===== config.mk =====
export PLATFORM = sky130hd
export DESIGN_NAME = multichannel_amplitude_detector
export DESIGN_NICKNAME = d
export VERILOG_FILES = /design/src/rtl/amplitude_detector_pkg.sv /design/src/rtl/amplitude_channel_tracker.sv /design/src/rtl/multichannel_amplitude_detector.sv
export SDC_FILE = /design/constraint.sdc
export NUM_CORES = 1
export LEC_CHECK = 0
export ABC_AREA = 0
export ABC_CLOCK_PERIOD_IN_PS = 4300
export BUFFER_PORTS_ARGS = -buffer_cell sky130_fd_sc_hd__buf_2
export CORE_ASPECT_RATIO = 0.75
export CORE_MARGIN = 4
export CORE_UTILIZATION = 40
export DETAILED_ROUTE_END_ITERATION = 7
export PLACE_DENSITY_LB_ADDON = 0.12
export SLEW_MARGIN = 40
export SYNTH_ARGS = -nofsm -noshare
export SYNTH_HDL_FRONTEND = slang
export SYNTH_SLANG_ARGS = --single-unit

===== constraint.sdc =====
create_clock -name i_clock -period 4.3 [get_ports i_clock]
set_clock_uncertainty 0.15 [all_clocks]
set_input_delay 0.86 -clock i_clock [delete_from_list [all_inputs] [get_ports i_clock]]
set_output_delay 0.86 -clock i_clock [all_outputs]
set_load 0.01 [all_outputs]

===== src/rtl/amplitude_detector_pkg.sv =====
// Shared definitions for the multichannel amplitude detector.
//   - IAGC status codes that hold the detector idle (RESET, INIT)
//   - FSM state encoding
//   - tracking mode constants (absolute peak / peak-to-peak)
// Optional feature macro: AMPLITUDE_DETECTOR_PEAK_TO_PEAK_EN (affects users of MODE_*).
package amplitude_detector_pkg;

  localparam int unsigned IAGC_CODE_W = 4;

  localparam logic [IAGC_CODE_W-1:0] IAGC_RESET = 4'b0000;
  localparam logic [IAGC_CODE_W-1:0] IAGC_INIT  = 4'b0001;

  typedef enum logic [1:0] {
    ST_IDLE   = 2'd0,
    ST_SAMPLE = 2'd1,
    ST_LATCH  = 2'd2,
    ST_UPDATE = 2'd3
  } state_e;

  localparam logic MODE_ABS = 1'b0;
  localparam logic MODE_P2P = 1'b1;

endpackage


===== src/rtl/amplitude_channel_tracker.sv =====
// One channel's peak tracker and amplitude result.
// Ports:
//   i_clock, i_reset     clock, async active-high reset
//   i_clear              synchronous clear of the trackers (priority over i_sample)
//   i_sample             fold i_data into the trackers this cycle
//   i_mode               active tracking mode (AMPLITUDE_DETECTOR_PEAK_TO_PEAK_EN only)
//   i_clear_mode         mode the trackers are being cleared for (same macro)
//   i_data               signed two's-complement channel sample
//   o_amplitude_c        combinational amplitude of the current trackers
// Macro AMPLITUDE_DETECTOR_PEAK_TO_PEAK_EN adds the min tracker and the p2p result.
module amplitude_channel_tracker
  import amplitude_detector_pkg::*;
#(
  parameter int unsigned DATA_W = 16
) (
  input  logic              i_clock,
  input  logic              i_reset,
  input  logic              i_clear,
  input  logic              i_sample,
`ifdef AMPLITUDE_DETECTOR_PEAK_TO_PEAK_EN
  input  logic              i_mode,
  input  logic              i_clear_mode,
`endif
  input  logic [DATA_W-1:0] i_data,
  output logic [DATA_W-1:0] o_amplitude_c
);

  localparam logic [DATA_W-1:0] NEG_FULL = {1'b1, {(DATA_W-1){1'b0}}};
  localparam logic [DATA_W-1:0] POS_FULL = {1'b0, {(DATA_W-1){1'b1}}};

  logic [DATA_W-1:0] abs_c;
  logic [DATA_W-1:0] peak_q, peak_d;

  // |x| with the most negative code saturated to the largest positive one
  always_comb begin
    if (i_data == NEG_FULL) begin
      abs_c = POS_FULL;
    end else if (i_data[DATA_W-1]) begin
      abs_c = -i_data;
    end else begin
      abs_c = i_data;
    end
  end

`ifdef AMPLITUDE_DETECTOR_PEAK_TO_PEAK_EN
  logic [DATA_W-1:0] min_q, min_d;
  logic [DATA_W:0]   span_c;

  // peak_q is max|x| in absolute mode, signed max in p2p mode
  always_comb begin
    peak_d = peak_q;
    min_d  = min_q;
    if (i_clear) begin
      if (i_clear_mode == MODE_P2P) begin
        peak_d = NEG_FULL;
        min_d  = POS_FULL;
      end else begin
        peak_d = '0;
        min_d  = '0;
      end
    end else if (i_sample) begin
      if (i_mode == MODE_P2P) begin
        if ($signed(i_data) > $signed(peak_q)) peak_d = i_data;
        if ($signed(i_data) < $signed(min_q))  min_d  = i_data;
      end else if (abs_c > peak_q) begin
        peak_d = abs_c;
      end
    end
  end

  always_ff @(posedge i_clock or posedge i_reset) begin
    if (i_reset) begin
      peak_q <= '0;
      min_q  <= '0;
    end else begin
      peak_q <= peak_d;
      min_q  <= min_d;
    end
  end

  // One extra bit so max-min never wraps; halving brings it back into DATA_W
  assign span_c = {peak_q[DATA_W-1], peak_q} - {min_q[DATA_W-1], min_q};

  always_comb begin
    o_amplitude_c = peak_q;
    if (i_mode == MODE_P2P) o_amplitude_c = DATA_W'(span_c >> 1);
  end
`else
  always_comb begin
    peak_d = peak_q;
    if (i_clear) begin
      peak_d = '0;
    end else if (i_sample && (abs_c > peak_q)) begin
      peak_d = abs_c;
    end
  end

  always_ff @(posedge i_clock or posedge i_reset) begin
    if (i_reset) peak_q <= '0;
    else         peak_q <= peak_d;
  end

  assign o_amplitude_c = peak_q;
`endif

endmodule


===== src/rtl/multichannel_amplitude_detector.sv =====
// Windowed peak-amplitude detector for NUM_CHANNELS packed signed channels.
// Ports:
//   i_clock, i_reset   clock, async active-high reset
//   i_sample           sample strobe qualifying i_data
//   i_iagcStatus       IAGC state; RESET/INIT force the detector idle
//   i_windowLength     accepted samples per window (0 behaves as 1)
//   i_data             packed channel samples, channel k at [k*CHANNEL_DATA_SIZE +: CHANNEL_DATA_SIZE]
//   i_mode             0 absolute peak, 1 peak-to-peak/2 (AMPLITUDE_DETECTOR_PEAK_TO_PEAK_EN only)
//   o_amplitudes       packed per-channel amplitudes of the last window
//   o_update           one-cycle pulse when o_amplitudes has been refreshed
//   o_overrun          sticky: strobe arrived during LATCH/UPDATE and was dropped
// Macro AMPLITUDE_DETECTOR_PEAK_TO_PEAK_EN enables i_mode and the peak-to-peak trackers.
module multichannel_amplitude_detector
  import amplitude_detector_pkg::*;
#(
  parameter int unsigned NUM_CHANNELS      = 2,
  parameter int unsigned CHANNEL_DATA_SIZE = 16,
  parameter int unsigned IAGC_STATUS_SIZE  = 4,
  parameter int unsigned WINDOW_SIZE_BITS  = 12
) (
  input  logic                                      i_clock,
  input  logic                                      i_reset,
  input  logic                                      i_sample,
  input  logic [IAGC_STATUS_SIZE-1:0]               i_iagcStatus,
  input  logic [WINDOW_SIZE_BITS-1:0]               i_windowLength,
  input  logic [NUM_CHANNELS*CHANNEL_DATA_SIZE-1:0] i_data,
`ifdef AMPLITUDE_DETECTOR_PEAK_TO_PEAK_EN
  input  logic                                      i_mode,
`endif
  output logic [NUM_CHANNELS*CHANNEL_DATA_SIZE-1:0] o_amplitudes,
  output logic                                      o_update,
  output logic                                      o_overrun
);

  localparam int unsigned BUS_W = NUM_CHANNELS * CHANNEL_DATA_SIZE;
  localparam int unsigned CNT_W = WINDOW_SIZE_BITS;

  state_e            state_q, state_d;
  logic [CNT_W-1:0]  cnt_q, cnt_d;
  logic [CNT_W-1:0]  win_q, win_d;
  logic [BUS_W-1:0]  amp_q, amp_d;
  logic              overrun_q, overrun_d;
  logic              update_q, update_d;

  logic              hold_c;
  logic              trk_clear_c;
  logic              trk_sample_c;
  logic [CNT_W-1:0]  win_len_c;
  logic [CNT_W-1:0]  cnt_inc_c;
  logic [BUS_W-1:0]  trk_amp_c;

`ifdef AMPLITUDE_DETECTOR_PEAK_TO_PEAK_EN
  logic mode_q, mode_d;
`endif

  assign hold_c    = (i_iagcStatus == IAGC_STATUS_SIZE'(IAGC_RESET)) ||
                     (i_iagcStatus == IAGC_STATUS_SIZE'(IAGC_INIT));
  assign win_len_c = (win_q == '0) ? CNT_W'(1) : win_q;
  assign cnt_inc_c = cnt_q + CNT_W'(1);

  // Next-state, counter, capture and output-register logic
  always_comb begin
    state_d      = state_q;
    cnt_d        = cnt_q;
    win_d        = win_q;
    amp_d        = amp_q;
    overrun_d    = overrun_q;
    update_d     = 1'b0;
    trk_clear_c  = 1'b0;
    trk_sample_c = 1'b0;
`ifdef AMPLITUDE_DETECTOR_PEAK_TO_PEAK_EN
    mode_d       = mode_q;
`endif

    if (hold_c) begin
      // Abort: partial window discarded, no update pulse
      state_d     = ST_IDLE;
      cnt_d       = '0;
      amp_d       = '0;
      overrun_d   = 1'b0;
      trk_clear_c = 1'b1;
    end else begin
      unique case (state_q)
        ST_IDLE: begin
          trk_clear_c = 1'b1;
          cnt_d       = '0;
          win_d       = i_windowLength;
`ifdef AMPLITUDE_DETECTOR_PEAK_TO_PEAK_EN
          mode_d      = i_mode;
`endif
          state_d     = ST_SAMPLE;
        end
        ST_SAMPLE: begin
          if (i_sample) begin
            trk_sample_c = 1'b1;
            cnt_d        = cnt_inc_c;
            if (cnt_inc_c == win_len_c) state_d = ST_LATCH;
          end
        end
        ST_LATCH: begin
          amp_d    = trk_amp_c;
          update_d = 1'b1;
          state_d  = ST_UPDATE;
          if (i_sample) overrun_d = 1'b1;
        end
        ST_UPDATE: begin
          trk_clear_c = 1'b1;
          cnt_d       = '0;
          win_d       = i_windowLength;
`ifdef AMPLITUDE_DETECTOR_PEAK_TO_PEAK_EN
          mode_d      = i_mode;
`endif
          state_d     = ST_SAMPLE;
          if (i_sample) overrun_d = 1'b1;
        end
        default: begin
          state_d = ST_IDLE;
        end
      endcase
    end
  end

  always_ff @(posedge i_clock or posedge i_reset) begin
    if (i_reset) begin
      state_q   <= ST_IDLE;
      cnt_q     <= '0;
      win_q     <= '0;
      amp_q     <= '0;
      overrun_q <= 1'b0;
      update_q  <= 1'b0;
    end else begin
      state_q   <= state_d;
      cnt_q     <= cnt_d;
      win_q     <= win_d;
      amp_q     <= amp_d;
      overrun_q <= overrun_d;
      update_q  <= update_d;
    end
  end

`ifdef AMPLITUDE_DETECTOR_PEAK_TO_PEAK_EN
  always_ff @(posedge i_clock or posedge i_reset) begin
    if (i_reset) mode_q <= MODE_ABS;
    else         mode_q <= mode_d;
  end
`endif

  // Per-channel trackers; clear values follow i_mode since it is what the next window captures
  for (genvar k = 0; k < NUM_CHANNELS; k++) begin : g_ch
    amplitude_channel_tracker #(
      .DATA_W(CHANNEL_DATA_SIZE)
    ) u_tracker (
      .i_clock       (i_clock),
      .i_reset       (i_reset),
      .i_clear       (trk_clear_c),
      .i_sample      (trk_sample_c),
`ifdef AMPLITUDE_DETECTOR_PEAK_TO_PEAK_EN
      .i_mode        (mode_q),
      .i_clear_mode  (i_mode),
`endif
      .i_data        (i_data[k*CHANNEL_DATA_SIZE +: CHANNEL_DATA_SIZE]),
      .o_amplitude_c (trk_amp_c[k*CHANNEL_DATA_SIZE +: CHANNEL_DATA_SIZE])
    );
  end

  assign o_amplitudes = amp_q;
  assign o_update     = update_q;
  assign o_overrun    = overrun_q;

endmodule


==> flow_summary.yaml, run 1 <==
yosys:
  netlist_area_um2: 5680
  syn_area_per_cell_um2: 9.73
  async_reset_ff_frac: 1.00
  seq_area_frac_synth: 0.405
  yosys.area.top_type_share: 0.405
  syn-instance-count: 584
  synth_top_cell_by_area: "dfrtp_1"
  synth_ff_type: "dfrtp_1"
  synth_area_leaders: "dfrtp_1 (41%), ha_1 (8.6%), mux2i_1 (6.2%)"
  synth_nets: 674
  ys_types: 62
  synth_warnings: 0
  yosys_register_bits: 92
  synth-edff-count: 0
clocking:
  clk_latency_ns: 0.34
  htree_levels: 3
  cts_made_buffers: 9
  clk_pin_slew_ns: 0.07
  clk_path_buf_depth: 2
  cts_root_buffer: "clkbuf_16"
  clock_sinks: 92
  hold_buffers: 0
  cts_tree: "built"
hold_path:
  hold_class: "reg2reg"
layout:
  final_nets: 798
  final_core_util: 0.511
  layout_commonest_cell: "dfrtp_1"
  synthToLayoutAreaGrowth_pct: 24.1
  fillerInstances: 1285
  diodes: 0
  drive_gt1_frac: 0.270
  final_cell_mix: "dfrtp_1 (92), buf_2 (83), nand2_1 (52), nor2_1 (52), buf_4 (49)"
power_and_ir_drop:
  ir_drop_mv: 0.290
  power_leakage_nw: 3.32
  power_density_nw_per_um2: 498
job:
  maxCapViolations: 0
routing:
  drtAntennaViolNets: 0
  drc_errors: 0
  initialDrtViolationCount: 233
  wirelength_um: 13900
  first_pass_iters: 4
  wl_per_cell_um: 15.6
  vias: 4701
  viasPerCell: 5.30
placement:
  place_congestion: 0.854
  io_buffers: 83
  dp_slack_ns: -0.327
  dpl.hpwl_um: 10500
timing:
  worst_pin_slew_ns: 0.651
  drv_slew: 0
  period_minus_slack_ns: 4.21
  fin_crit_sh: 0.978
  finalHoldViolations: 0
  rsz0062_at_grt: "true"
  max_freq_mhz: 238
  slew_headroom: 0.566
  fin_ws_ns: 0.0926
  setup_viol: 0
global_routing:
  grt_pass1_vias: 4644
  grt_first_pass_wirelength_um: 23400
  grt_overflow_total: 0
  grt_max_degree: 57
  antenna_found_initial: 0
  track_usage: 0.175
floorplanning:
  ios: 85
  core_area_um2: 13800
  start_util: 0.412
  die_height_um: 111
  die_area_um2: 16200
  dieWidth_um: 146
  rows: 37
worst_setup_path:
  crit_path_end_kind: "flip-flop"
  timing_worst_setup_path_type: "in2reg"
  start_kind: "input port"
  crit_arrival_ns: 4.34
  required_ns: 4.43
  worstPathMaxFanout: 16
outcome:
  status: "complete, no violations"
==> cell families (layout without fill, tap and decap cells) <==
| family | Yosys count | in the layout | synth area share |
|---|---|---|---|
| XOR/XNOR | 30 | 30 | 0.0462 |
| AND/OR/NAND/NOR | 188 | 188 | 0.166 |
| flip-flops | 92 | 92 | 0.405 |
| AO/OA/AOI/OAI | 121 | 121 | 0.161 |
| adder cells (fa/ha/maj) | 39 | 39 | 0.0859 |
| buffers and inverters | 66 | 194 | 0.0487 |
| multiplexers | 48 | 48 | 0.0874 |
==> routing by layer <==
layer / up-vias / wire [µm] / GRT usage
li1: 2341 / - / -
met1: 2261 / 7210 / 0.259
met2: 88 / 6000 / 0.260
met3: 11 / 551 / 0.0400
met4: 0 / 98 / 0.0449
met5: - / 0 / 0
==> critical path: stages <==
cell	delay, ns
buf_2	0.11
or4_4	0.54
buf_4	0.17
nor4_4	0.29
nand2b_1	0.14
o21a_1	0.19
nor2_1	0.08
a31oi_1	0.07
ha_1	0.31
nand4_1	0.18
or2_4	0.30
or3_2	0.52
a41oi_4	0.26
buf_12	0.18
a22o_1	0.15
==> synth_stat cells, types with 9 or more instances <==
library cell,instances
a21o_1,10
a21oi_1,15
nor3_1,10
dfrtp_1,92
nand2_1,54
nand4_1,12
ha_1,39
mux2i_1,35
mux2_2,12
nand3_1,9
o21ai_0,24
clkbuf_1,18
inv_1,43
o31ai_1,11
a22o_1,33
xor2_1,20
nor2_1,52
xnor2_1,10
==> layout make-up <==
cell class	count	area, µm²	share of cell area
multi-input combinational	426	3220	0.456
clock inverter	6	47.5	0.00674
sequential	92	2300	0.327
timing repair buffer	136	855	0.121
inverter	43	184	0.0261
clock buffer	9	225	0.0319
tap	175	219	0.0311
==> sequential cells by signal, indices dropped and copies added (netlist names) <==
| signal | cells |
|---|---|
| g_ch.u_tracker.o_amplitude_c | 32 |
| o_amplitudes | 32 |
| cnt_q | 12 |
| win_q | 12 |
| state_q | 2 |
| o_overrun | 1 |
| o_update | 1 |
==> through the flow <==
stage	TNS, ns	cells	power [mW]	hold slack, ns	cell area [µm²]
floorplan	-0.285	584	2.29	0.325	5780
global placement	-8.11	871	2.72	0.346	6710
detailed placement	-5.07	871	2.79	0.357	6730
CTS	0	886	3.55	0.371	7010
global route	-1.23	887	3.79	0.393	7050
finish	0	887	3.51	0.367	7050
==> timing repair <==
item                                    in CTS  in global routing
gates resized for setup                      0                  5
endpoints found under the setup margin       0                 32
setup buffers                                0                  1
==> power breakdown <==
| part | switching (mW) | internal, mW | leakage [nW] |
|---|---|---|---|
| Combinational | 0.790 | 0.708 | 1.96 |
| Clock | 0.348 | 0.393 | 0.121 |
| Sequential | 0.194 | 1.08 | 1.24 |
| Total | 1.33 | 2.18 | 3.32 |
==> final timing paths <==
kind,cells after the start,end,startpoint,slack [ns]
max,15,g_ch[0].u_tracker.o_amplitude_c[15]$_DFFE_PP0P_,i_data[6],0.09
min,2,o_amplitudes[12]$_DFFE_PP0P_,o_amplitudes[12]$_DFFE_PP0P_,0.37
max reg2reg,8,state_q[0]$_DFFE_PP0P_,cnt_q[0]$_DFFE_PP0P_,1.61
min reg2reg,2,o_amplitudes[12]$_DFFE_PP0P_,o_amplitudes[12]$_DFFE_PP0P_,0.37
max in group asynchronous,3,win_q[5]$_DFFE_PP0P_,i_reset,3.01
min in group asynchronous,2,o_amplitudes[13]$_DFFE_PP0P_,i_reset,0.39
(Power assumes the default switching activity.)
==> inputs of run 2 (changes only) <==
PLACE_DENSITY_LB_ADDON = 0.2   (was 0.12)
==> run 2 against run 1 <==
  * Wire length fell by 0.19%
  * Design area about the same
  * Count of clock-buffer cells in the layout up 1
  * Sequential share of layout area is essentially flat
  * Non-clock buffer count decreased by 1
  * Critical endpoint is now g_ch[0].u_tracker.o_amplitude_c[9]$_DFFE_PP0P_
  * Maximum frequency fell by 0.62%
  * Core utilization hardly changed
==> flow_summary.yaml, run 2 (synthesized netlist as in run 1, its figures left out) <==
placement:
  dpl.hpwl_um: 10400
  io_buffers: 83
  placed_cells: 870
  place_congestion: 0.866
  dp_slack_ns: -0.304
floorplanning:
  start_util: 0.412
  ios: 85
  die_height_um: 111
  core_area_um2: 13800
  dieWidth_um: 146
  die_area_um2: 16200
  rows: 37
timing:
  holdWs_ns: 0.366
  fin_crit_sh: 0.985
  worst_pin_slew_ns: 0.701
  setup_tns_ns: 0
  max_freq_mhz: 236
  setup_viol: 0
  drv_slew: 0
  fin_ws_ns: 0.0665
  period_minus_slack_ns: 4.23
  slew_headroom: 0.532
  finalHoldViolations: 0
layout:
  layout_commonest_cell: "dfrtp_1"
  synthToLayoutAreaGrowth_pct: 24.0
  final_core_util: 0.511
  diodes: 0
  final_nets: 797
  fin_cells: 886
  fillerInstances: 1298
  drive_gt1_frac: 0.270
  final_cell_mix: "dfrtp_1 (92), buf_2 (83), nand2_1 (52), nor2_1 (52), buf_4 (48)"
clocking:
  clk_path_buf_depth: 2
  cts_made_buffers: 9
  cts_tree: "built"
  hold_buffers: 0
  clk_latency_ns: 0.34
  cts_setup_buffers: 0
  clk_pin_slew_ns: 0.06
  post_cts_resized: 0
  htree_levels: 3
  clock_sinks: 92
  cts_root_buffer: "clkbuf_16"
hold_path:
  hold_class: "in2async"
worst_setup_path:
  cp_num_cells: 17
  crit_path_end_kind: "flip-flop"
  path_cells: "buf_2 -> inv_12 -> ha_4 -> or4b_4 -> buf_4 -> o41ai_1 -> xor2_1 -> nand2_1 -> ha_1 -> a21o_1 -> a21o_1 -> a21oi_1 -> o22ai_1 -> or4_4 -> a41oi_4 -> clkbuf_16 -> a22o_1"
  timing_worst_setup_path_type: "in2reg"
  startpoint: "i_data[1]"
  r2r_start: "state_q[1]$_DFFE_PP0P_"
  crit_arrival_ns: 4.36
  required_ns: 4.43
  reg2reg_depth: 6
  slowest_stage: "or4_4"
  slowest_delay_ns: 0.56
  crit_top_cell: "a21o_1"
  crit_family: "compound AO/OA/AOI/OAI gates"
  crit_buf_inv: 4
  start_kind: "input port"
  worstPathMaxFanout: 8
power_and_ir_drop:
  power_density_nw_per_um2: 507
  combPwrFrac: 0.434
  switchingPower_mw: 1.35
  switching_share: 0.378
  seqPwrFrac: 0.359
  ir_drop_mv: 0.292
  power_leakage_nw: 3.33
  pwr-share-clk: 0.207
  p_int_mw: 2.22
routing:
  vias: 4749
  wl_per_cell_um: 15.6
  drc_errors: 0
  drtAntennaViolNets: 0
  initialDrtViolationCount: 369
  first_pass_iters: 4
  wirelength_um: 13800
  viasPerCell: 5.36
global_routing:
  grt_pass1_vias: 4695
  antenna_found_initial: 0
  track_usage: 0.175
  grt_max_degree: 54
  grt_first_pass_wirelength_um: 23300
  grt_overflow_total: 0
job:
  maxCapViolations: 0
outcome:
  status: "complete, no violations"
run 2: layer usage:
layer  vias up  share of wire  global-route usage  wire, µm
met2       116           0.42               0.252      5790
met3        15          0.055              0.0388       761
met1      2278           0.51               0.260      7060
met5         -              0                   0         0
li1       2340              -                   -         -
met4         0          0.016              0.0531       216
run 2: final cells by class:
class                           count  area [µm²]  share of cell area
Clock buffer                       10         239              0.0339
Clock inverter                      5        37.5             0.00533
Inverter                           43         184              0.0261
Multi-Input combinational cell    426        3220               0.457
Sequential cell                    92        2300               0.327
Tap cell                          175         219              0.0311
Timing Repair Buffer              135         843               0.120
run 2: power groups by stage:
stage                     sequential (mW)  clock (mW)  combinational [mW]
after floorplan                      1.26           0                1.03
after global placement               1.28           0                1.43
after detailed placement             1.29           0                1.48
after CTS                            1.28       0.764                1.50
after global routing                 1.31       0.802                1.72
final                                1.28       0.740                1.55
run 2: worst reg2reg max path, cell delays in order, from the launching register on:
cell and delay (ns):
dfrtp_1 0.43, inv_1 0.11, ha_1 0.30, nand2_1 0.16, or3_1 0.59, nor3b_4 0.70
a22o_1 0.24
run 2: final timing paths:
check                                                                 endpoint  slack [ns]
worst max-delay path            g_ch[0].u_tracker.o_amplitude_c[9]$_DFFE_PP0P_        0.07
worst min-delay path                              o_amplitudes[12]$_DFFE_PP0P_        0.37
worst max register to register  g_ch[1].u_tracker.o_amplitude_c[0]$_DFFE_PP0P_        1.55
worst min register to register                    o_amplitudes[27]$_DFFE_PP0P_        0.37
max in group asynchronous                         o_amplitudes[28]$_DFFE_PP0P_        2.92
min in group i_clock                              o_amplitudes[27]$_DFFE_PP0P_        0.37
run 2: metrics by stage:
stage | power (mW) | instance area (µm²)
floorplan | 2.29 | 5780
global placement | 2.72 | 6690
detailed placement | 2.78 | 6710
CTS | 3.54 | 6990
global route | 3.83 | 7040
finish | 3.57 | 7040
